## src/rtl/select_game_sm.sv

```systemverilog
// Game-mode selector: synchronises sw[1:0], optionally debounces them, and drives
// registered one-hot screen-select flags. Optional filter: SELECT_GAME_DEBOUNCE_EN.
module select_game_sm #(
   parameter int DEBOUNCE_CYCLES = 650_000,
   parameter int SYNC_STAGES     = 2
) (
   input  logic        clk65MHz,
   input  logic        rst,
   input  logic [15:0] sw,
   output logic        screen_idle,
   output logic        screen_single,
   output logic        screen_multi
);

   typedef enum logic [1:0] {
      ST_IDLE   = 2'b00,
      ST_SINGLE = 2'b01,
      ST_MULTI  = 2'b10
   } state_t;

   logic [1:0] sync_r [SYNC_STAGES];
   logic [1:0] sel_sync_s;
   logic [1:0] sel_stable_s;
   state_t     state_r;
   state_t     state_next_s;
   logic       idle_next_s;
   logic       single_next_s;
   logic       multi_next_s;
   logic       unused_sw_s;

   // Upper switches are deliberately not connected to any logic.
   assign unused_sw_s = ^sw[15:2];

   // Synchroniser chain for the two mode switches.
   always_ff @(posedge clk65MHz) begin
      if (rst) begin
         for (int i = 0; i < SYNC_STAGES; i++) begin
            sync_r[i] <= 2'b00;
         end
      end else begin
         sync_r[0] <= sw[1:0];
         for (int i = 1; i < SYNC_STAGES; i++) begin
            sync_r[i] <= sync_r[i-1];
         end
      end
   end

   assign sel_sync_s = sync_r[SYNC_STAGES-1];

`ifdef SELECT_GAME_DEBOUNCE_EN
   localparam int CNT_W = (DEBOUNCE_CYCLES > 1) ? $clog2(DEBOUNCE_CYCLES) : 1;
   localparam logic [CNT_W-1:0] CNT_LAST = CNT_W'(DEBOUNCE_CYCLES - 1);

   logic [CNT_W-1:0] deb_cnt_r;
   logic [CNT_W-1:0] deb_eff_s;
   logic [1:0]       sel_prev_r;
   logic [1:0]       sel_stable_r;

   // A fresh change of the synced pair restarts the count at zero.
   always_comb begin
      deb_eff_s = deb_cnt_r;
      if (sel_sync_s != sel_prev_r) begin
         deb_eff_s = {CNT_W{1'b0}};
      end else begin
         deb_eff_s = deb_cnt_r;
      end
   end

   // Debounce counter and accepted switch value.
   always_ff @(posedge clk65MHz) begin
      if (rst) begin
         deb_cnt_r    <= {CNT_W{1'b0}};
         sel_prev_r   <= 2'b00;
         sel_stable_r <= 2'b00;
      end else begin
         sel_prev_r <= sel_sync_s;
         if (sel_sync_s == sel_stable_r) begin
            deb_cnt_r <= {CNT_W{1'b0}};
         end else if (deb_eff_s == CNT_LAST) begin
            sel_stable_r <= sel_sync_s;
            deb_cnt_r    <= {CNT_W{1'b0}};
         end else begin
            deb_cnt_r <= deb_eff_s + {{(CNT_W-1){1'b0}}, 1'b1};
         end
      end
   end

   assign sel_stable_s = sel_stable_r;
`else
   localparam int unused_debounce_cycles = DEBOUNCE_CYCLES;

   assign sel_stable_s = sel_sync_s;
`endif

   // Next state depends only on the accepted switch pair, from any state.
   always_comb begin
      state_next_s = ST_IDLE;
      case (sel_stable_s)
         2'b01:   state_next_s = ST_SINGLE;
         2'b10:   state_next_s = ST_MULTI;
         default: state_next_s = ST_IDLE;
      endcase
   end

   // One-hot decode of the next state; unknown encodings fall back to idle.
   always_comb begin
      idle_next_s   = 1'b1;
      single_next_s = 1'b0;
      multi_next_s  = 1'b0;
      case (state_next_s)
         ST_SINGLE: begin
            idle_next_s   = 1'b0;
            single_next_s = 1'b1;
            multi_next_s  = 1'b0;
         end
         ST_MULTI: begin
            idle_next_s   = 1'b0;
            single_next_s = 1'b0;
            multi_next_s  = 1'b1;
         end
         default: begin
            idle_next_s   = 1'b1;
            single_next_s = 1'b0;
            multi_next_s  = 1'b0;
         end
      endcase
   end

   // State and output flags update together so outputs always match the state.
   always_ff @(posedge clk65MHz) begin
      if (rst) begin
         state_r       <= ST_IDLE;
         screen_idle   <= 1'b1;
         screen_single <= 1'b0;
         screen_multi  <= 1'b0;
      end else begin
         state_r       <= state_next_s;
         screen_idle   <= idle_next_s;
         screen_single <= single_next_s;
         screen_multi  <= multi_next_s;
      end
   end

endmodule

```

## config.mk

```make
export PLATFORM = sky130hd
export DESIGN_NAME = select_game_sm
export DESIGN_NICKNAME = d
export VERILOG_FILES = /design/src/rtl/select_game_sm.sv
export SDC_FILE = /design/constraint.sdc
export NUM_CORES = 1
export LEC_CHECK = 0
export ABC_AREA = 1
export CAP_MARGIN = 25
export CORE_AREA = 2 2 39 41
export CTS_CLUSTER_DIAMETER = 80
export DETAILED_ROUTE_END_ITERATION = 12
export DIE_AREA = 0 0 41 43
export DONT_BUFFER_PORTS = 1
export PLACE_DENSITY = 0.41
export SYNTH_ARGS = -nofsm -noshare
export SYNTH_HDL_FRONTEND = slang
export SYNTH_SLANG_ARGS = --single-unit
export TNS_END_PERCENT = 30
```

## constraint.sdc

```tcl
create_clock -name clk65MHz -period 1.1 [get_ports clk65MHz]
set_input_delay 0.33 -clock clk65MHz [delete_from_list [all_inputs] [get_ports clk65MHz]]
set_output_delay 0.33 -clock clk65MHz [all_outputs]
set_load 0.05 [all_outputs]
```

==> results of run 1 <==
[synthesized netlist by cell type (all sizes together)]
cell	instances	area (µm²)
ha	2	25.0
nor2	6	22.5
dfxtp	7	140
nand2	1	3.75
inv	10	37.5
[layer usage]
layer	vias up	part of all wire, %	global-route usage (%)
li1	84	-	-
met1	61	42	3.28
met2	11	39	5.00
met3	0	19	9.42
met4	0	0	4.00
met5	-	0	0
[final cells by class]
type                       instances  area, µm²
fill                             152       1070
sequential                         7        140
tap                               16       20.0
clock buffer                       4       26.3
inverter                          10       37.5
multi-input combinational          9       51.3
timing repair buffer               3       33.8
[timing repair]
action,4_1_cts,5_1_grt
gates resized for setup,0,3
hold buffers,0,0
endpoints found under the setup margin,0,3
[state kept, by name (all words and copies together) (netlist names)]
register and flops:
screen_idle 1, screen_multi 1, screen_single 1, sync_r 4
[power by group]
group / internal, W / switching (W) / leakage, nW / total [W]
registers: 0.000265 / 0.00000388 / 0.0576 / 0.000269
logic: 0.0000134 / 0.0000213 / 0.0803 / 0.0000347
clock network: 0.000138 / 0.0000850 / 0.0150 / 0.000223
[kinds of logic after synthesis]
logic type | share of synthesized area, %
DFF | 61.2
and+or+nand+nor | 11.5
buffers and inverters | 16.4
adders and majority gates | 10.9
[how the worst min path moves through the flow]
stage	start	to	slack (ps)	depth (start not counted)
global placement	sync_r[0][1]$_SDFF_PP0_	sync_r[0][3]$_SDFF_PP0_	390	2
finish	rst	sync_r[0][0]$_SDFF_PP0_	150	1
floorplan	sync_r[0][0]$_SDFF_PP0_	sync_r[0][2]$_SDFF_PP0_	390	2
global route	rst	sync_r[0][1]$_SDFF_PP0_	120	1
CTS	rst	sync_r[0][0]$_SDFF_PP0_	140	1
detailed placement	sync_r[0][1]$_SDFF_PP0_	sync_r[0][3]$_SDFF_PP0_	390	2
[stage by stage]
step	std cells	hold WS, ps	area [µm²]
floorplan	26	388	229
global placement	45	389	272
detailed placement	45	393	272
CTS	49	137	298
global route	49	121	309
finish	49	148	309
==> results.yml, run 1 <==
sta:
  fmax_ghz: 0.955
  fin_worst_skew_ps: 0.222
  setup_viol: 0
  timing.final.crit_period_ps: 1050
  maxSlewHeadroom_pct: 92.9
  rsz0062_at_grt: "no"
  layout_setup_ws_ps: 52.6
  setup_tns_ps: 0
  maxSlewViolCount: 0
  period_share_pct: 95.2
  tightest_slew_ps: 107
  finalHoldViolations: 0
drt:
  viasPerCell: 3.18
  drc_errors: 0
  drt_wl_total_um: 259
  drt_iter0_drc: 0
  vias: 156
  antenna_left: 0
  wl_per_cell_um: 5.29
  firstDrtPassIters: 1
clock_network:
  clockRootBuffer: "clkbuf_4"
  cts_tree: "built"
  clk_latency_ps: 240
  cts_max_level: 1
  clockBufferDepth: 2
  cts.clk_slew.worst_paths_ps: 50
  cts.sinks: 7
  numCtsBuffers: 3
  post_cts_buffers: 0
critical_path:
  r2r_start: "sync_r[0][2]$_SDFF_PP0_"
  crit_buf_inv: 1
  crit_chain: "buf_6"
  required_ps: 770
  cp.depth: 1
  r2r_cells: 4
  cp-startpoint: "screen_multi$_SDFF_PP0_"
  r2r_slack_ps: 260
  slowest_stage: "dfxtp_1"
  rr_endpoint: "screen_idle$_SDFF_PP1_"
  cp.arrival_ps: 720
  cp-start-kind: "register"
  endpoint: "screen_multi"
  crit_fanout: 1
  critPathMaxStageDelay_ps: 320
  cpLargestDelayFamily: "flip-flops"
  cp-end-kind: "primary output"
  worst-setup-path-type: "reg -> out"
synth:
  synth_seq_area_share_pct: 61.2
  yosys_warnings: 0
  syn-num-nets: 46
  synthesis.area_um2: 229
  synth_area_per_cell_um2: 8.81
  synth_seq_cells: 7
  synth_cells: 26
  synth_cell_types: 6
grt:
  antenna_found_initial: 0
  grt_use_total_pct: 5.05
  grt_max_degree: 8
  first_global_vias: 126
  grt-ovfl-total: 0
  grt_first_pass_wirelength_um: 441
finish:
  drive_gt1_share_pct: 21.2
  antenna_cells: 0
  area_delta_synth_final_pct: 35.0
  final_common_cell: "inv_1"
  final_cell_mix: "9 x inv_1, 7 x dfxtp_1, 6 x nor2_1, 3 x clkbuf_4, 3 x buf_6"
  final_util_pct: 22.3
  num-nets-final: 54
floorplan:
  io_pins: 21
  die_area_um2: 1760
  core_um2: 1380
  die_w_um: 41
  initial_core_util_pct: 16.5
  fp-row-count: 14
  die_h_um: 43
power:
  ir_drop_mv: 0.955
  power_w: 0.000526
  p_leak_nw: 0.153
  power_density_nw_per_um2: 1700
placed_design:
  globalplace.congestion: 0.650
  portBuffers: 0
  dp_slack_ps: 261
  dp_hpwl_um: 185
worst_hold_path:
  min_path_type: "in -> reg"
job:
  max_cap_violations: 0
run_status:
  status: "finished, final reports clean"
Power figures use the tool's default switching activity.
==> run 2, diff against run 1 <==
==> constraint.sdc (replaced) <==
create_clock -name clk65MHz -period 1.34 [get_ports clk65MHz]
set_input_delay 0.402 -clock clk65MHz [delete_from_list [all_inputs] [get_ports clk65MHz]]
set_output_delay 0.402 -clock clk65MHz [all_outputs]
set_load 0.05 [all_outputs]
==> results.yml, run 2 (synthesis gave the netlist of run 1 again) <==
drt:
  wl_per_cell_um: 5.08
  antenna_left: 0
  drc_errors: 0
  drt_wl_total_um: 244
  vias: 156
  firstDrtPassIters: 2
  viasPerCell: 3.25
  drt_iter0_drc: 1
critical_path:
  required_ps: 940
  rr_endpoint: "screen_idle$_SDFF_PP1_"
  cp-startpoint: "screen_multi$_SDFF_PP0_"
  cp.depth: 0
  r2r_start: "sync_r[0][2]$_SDFF_PP0_"
  cp.arrival_ps: 850
  worst-setup-path-type: "reg -> out"
  r2r_slack_ps: 510
  cp-start-kind: "register"
  crit_fanout: 1
  cp-end-kind: "primary output"
  r2r_cells: 4
  endpoint: "screen_multi"
floorplan:
  die_h_um: 43
  die_w_um: 41
  initial_core_util_pct: 16.5
  die_area_um2: 1760
  io_pins: 21
  fp-row-count: 14
  core_um2: 1380
finish:
  drive_gt1_share_pct: 18.8
  layout.cells.non_filler: 48
  fill_cells: 164
  antenna_cells: 0
  final_common_cell: "inv_1"
  area_delta_synth_final_pct: 26.8
  largest_register_ffs: 4
  final_cell_mix: "9 x inv_1, 7 x dfxtp_1, 6 x nor2_1, 3 x clkbuf_4"
  regMostFlops: "sync_r"
  num-nets-final: 53
clock_network:
  cts.sinks: 7
  cts.clk_slew.worst_paths_ps: 50
  numCtsBuffers: 3
  clockBufferDepth: 2
  cts_tree: "built"
  hold_buffers: 0
  ctsResizeCount: 0
  clk_latency_ps: 250
  clockRootBuffer: "clkbuf_4"
  post_cts_buffers: 0
  cts_max_level: 1
sta:
  fin_worst_skew_ps: 1.02
  tightest_slew_ps: 470
  fmax_ghz: 0.796
  period_share_pct: 93.8
  setup_viol: 0
  maxSlewHeadroom_pct: 68.6
  rsz0062_at_grt: "no"
  finalHoldViolations: 0
  setup_tns_ps: 0
  timing.final.crit_period_ps: 1260
  maxSlewViolCount: 0
grt:
  grt_max_degree: 8
  grt_use_total_pct: 5.34
  grt-ovfl-total: 0
  grt_first_pass_wirelength_um: 483
  antenna_found_initial: 0
  first_global_vias: 128
placed_design:
  place_inst: 44
  dp_hpwl_um: 179
  portBuffers: 0
  globalplace.congestion: 0.616
power:
  p_leak_nw: 0.144
  power_density_nw_per_um2: 1490
  ir_drop_mv: 0.731
  power_w: 0.000431
job:
  max_cap_violations: 0
worst_hold_path:
  min_path_type: "in -> reg"
run_status:
  status: "finished, final reports clean"
## run 2: area by class of cell
type / instances / area [µm²] / share of cell area [%]
flip-flops and latches: 7 / 140 / 48.3
repair buffers: 2 / 15.0 / 5.17
multi-input cells: 9 / 51.3 / 17.7
well taps: 16 / 20.0 / 6.90
clock buffers: 4 / 26.3 / 9.05
inverters: 10 / 37.5 / 12.9
## run 2: per-layer routing
metal	global-route usage, %	routed length, µm	vias up	part of all wire (%)
li1	-	-	82	-
met1	4.22	97	64	40
met2	5.00	90	10	37
met3	9.42	56	0	23
met4	4.00	0	0	0
met5	0	0	-	0
## run 2: worst min-delay path by stage
stage / end / slack (ps) / from / depth (start not counted)
3_3_place_gp: sync_r[0][2]$_SDFF_PP0_ / 390 / sync_r[0][0]$_SDFF_PP0_ / 2
4_1_cts: sync_r[0][0]$_SDFF_PP0_ / 210 / rst / 1
5_1_grt: sync_r[0][0]$_SDFF_PP0_ / 190 / rst / 1
3_5_place_dp: sync_r[0][2]$_SDFF_PP0_ / 390 / sync_r[0][0]$_SDFF_PP0_ / 2
6_report: sync_r[0][0]$_SDFF_PP0_ / 220 / rst / 1
2_1_floorplan: sync_r[0][2]$_SDFF_PP0_ / 390 / sync_r[0][0]$_SDFF_PP0_ / 2
## run 2: report_power, final
part | internal, W | switching, W | leakage [nW]
Sequential | 0.000217 | 0.00000524 | 0.0576
Combinational | 0.00000806 | 0.0000145 | 0.0717
Clock | 0.000113 | 0.0000726 | 0.0150
## run 2: metrics by stage
step	cell area [µm²]	setup WS [ps]	hold WS (ps)	util, %
finish	290	83.6	219	21.0
global route	290	41.9	195	21.0
CTS	290	71.0	209	21.0
detailed placement	264	346	393	19.1
global placement	264	347	390	19.1
floorplan	229	351	388	-
==> run 3, diff against run 2 <==
==> constraint.sdc (replaced) <==
create_clock -name clk65MHz -period 1.55 [get_ports clk65MHz]
set_input_delay 0.465 -clock clk65MHz [delete_from_list [all_inputs] [get_ports clk65MHz]]
set_output_delay 0.465 -clock clk65MHz [all_outputs]
set_load 0.05 [all_outputs]
==> results.yml, run 3 (synthesis gave the netlist of run 1 again) <==
run_status:
  status: "finished, final reports clean"
clock_network:
  post_cts_buffers: 0
  cts_tree: "built"
  numCtsBuffers: 3
  clockRootBuffer: "clkbuf_4"
  hold_buffers: 0
  clockBufferDepth: 2
  cts_max_level: 1
  ctsResizeCount: 0
  clk_latency_ps: 250
  cts.clk_slew.worst_paths_ps: 50
  cts.sinks: 7
finish:
  regMostFlops: "sync_r"
  seq_area_um2: 140
  multi_input_area_um2: 51.3
  final_cell_mix: "9 x inv_1, 7 x dfxtp_1, 6 x nor2_1, 3 x clkbuf_4, 2 x ha_1"
  antenna_cells: 0
  largest_register_ffs: 4
  final_util_pct: 19.9
  num-nets-final: 51
  drive_gt1_share_pct: 13.3
  layout.cells.non_filler: 46
  area_delta_synth_final_pct: 20.2
  final_common_cell: "inv_1"
  fill_cells: 156
  design_area_um2: 275
grt:
  antenna_found_initial: 0
  grt_max_degree: 8
  first_global_vias: 136
  grt_first_pass_wirelength_um: 476
  grt-ovfl-total: 0
  grt_use_total_pct: 5.23
floorplan:
  die_h_um: 43
  fp-row-count: 14
  die_w_um: 41
  die_area_um2: 1760
  initial_core_util_pct: 16.5
  core_um2: 1380
  io_pins: 21
sta:
  period_share_pct: 84.9
  finalHoldViolations: 0
  fin_worst_skew_ps: 4.58
  rsz0062_at_grt: "no"
  maxSlewViolCount: 0
  setup_tns_ps: 0
  tightest_slew_ps: 473
  layout_setup_ws_ps: 234
  timing.final.crit_period_ps: 1320
  setup_viol: 0
  fmax_ghz: 0.760
  maxSlewHeadroom_pct: 68.4
critical_path:
  worst-setup-path-type: "reg -> out"
  cp.arrival_ps: 850
  cp-end-kind: "primary output"
  required_ps: 1080
  r2r_slack_ps: 700
  cp-start-kind: "register"
  crit_fanout: 1
drt:
  viasPerCell: 2.76
  wl_per_cell_um: 5.76
  drc_errors: 0
  antenna_left: 0
  met1_length_um: 139
  drt_wl_total_um: 265
  firstDrtPassIters: 2
  met3_length_um: 47
  dr_wl_met2_um: 78
  top_layer: "met3"
  vias: 127
  drt_iter0_drc: 2
placed_design:
  dp_hpwl_um: 171
  dp_slack_ps: 491
  place_area_um2: 249
  place_inst: 42
  globalplace.congestion: 0.608
  portBuffers: 0
power:
  power_density_nw_per_um2: 1340
  p_leak_nw: 0.135
  ir_drop_mv: 0.513
job:
  max_cap_violations: 0
worst_hold_path:
  min_path_type: "in -> reg"
[run 3: final timing paths]
check | from | end | depth (start not counted)
worst min-delay path | rst | sync_r[0][3]$_SDFF_PP0_ | 1
worst max register to register | sync_r[0][2]$_SDFF_PP0_ | screen_idle$_SDFF_PP1_ | 4
worst max-delay path | screen_multi$_SDFF_PP0_ | screen_multi | 0
worst min register to register | sync_r[0][0]$_SDFF_PP0_ | sync_r[0][2]$_SDFF_PP0_ | 2
[run 3: stage by stage]
stage,hold slack (ps),total power [W]
floorplan,388,0.000212
global placement,392,0.000213
detailed placement,393,0.000213
CTS,274,0.000374
global route,263,0.000393
finish,281,0.000368
[run 3: metal layers]
layer / GRT usage (%) / vias to the layer above
met5: 0 / -
met3: 9.42 / 0
met1: 4.53 / 41
met4: 2.00 / 0
met2: 5.31 / 10
li1: - / 76
[run 3: where the power goes]
part	switching, W	internal (W)	total (W)
clock network	0.0000606	0.0000978	0.000158
registers	0.0000118	0.000188	0.000200
logic	0.00000504	0.00000453	0.00000957
[run 3: final cells by class]
type,count,area share [%]
clock buffer,4,9.55
inverter,10,13.6
tap,16,7.27
multi-input combinational,9,18.6
sequential,7,50.9
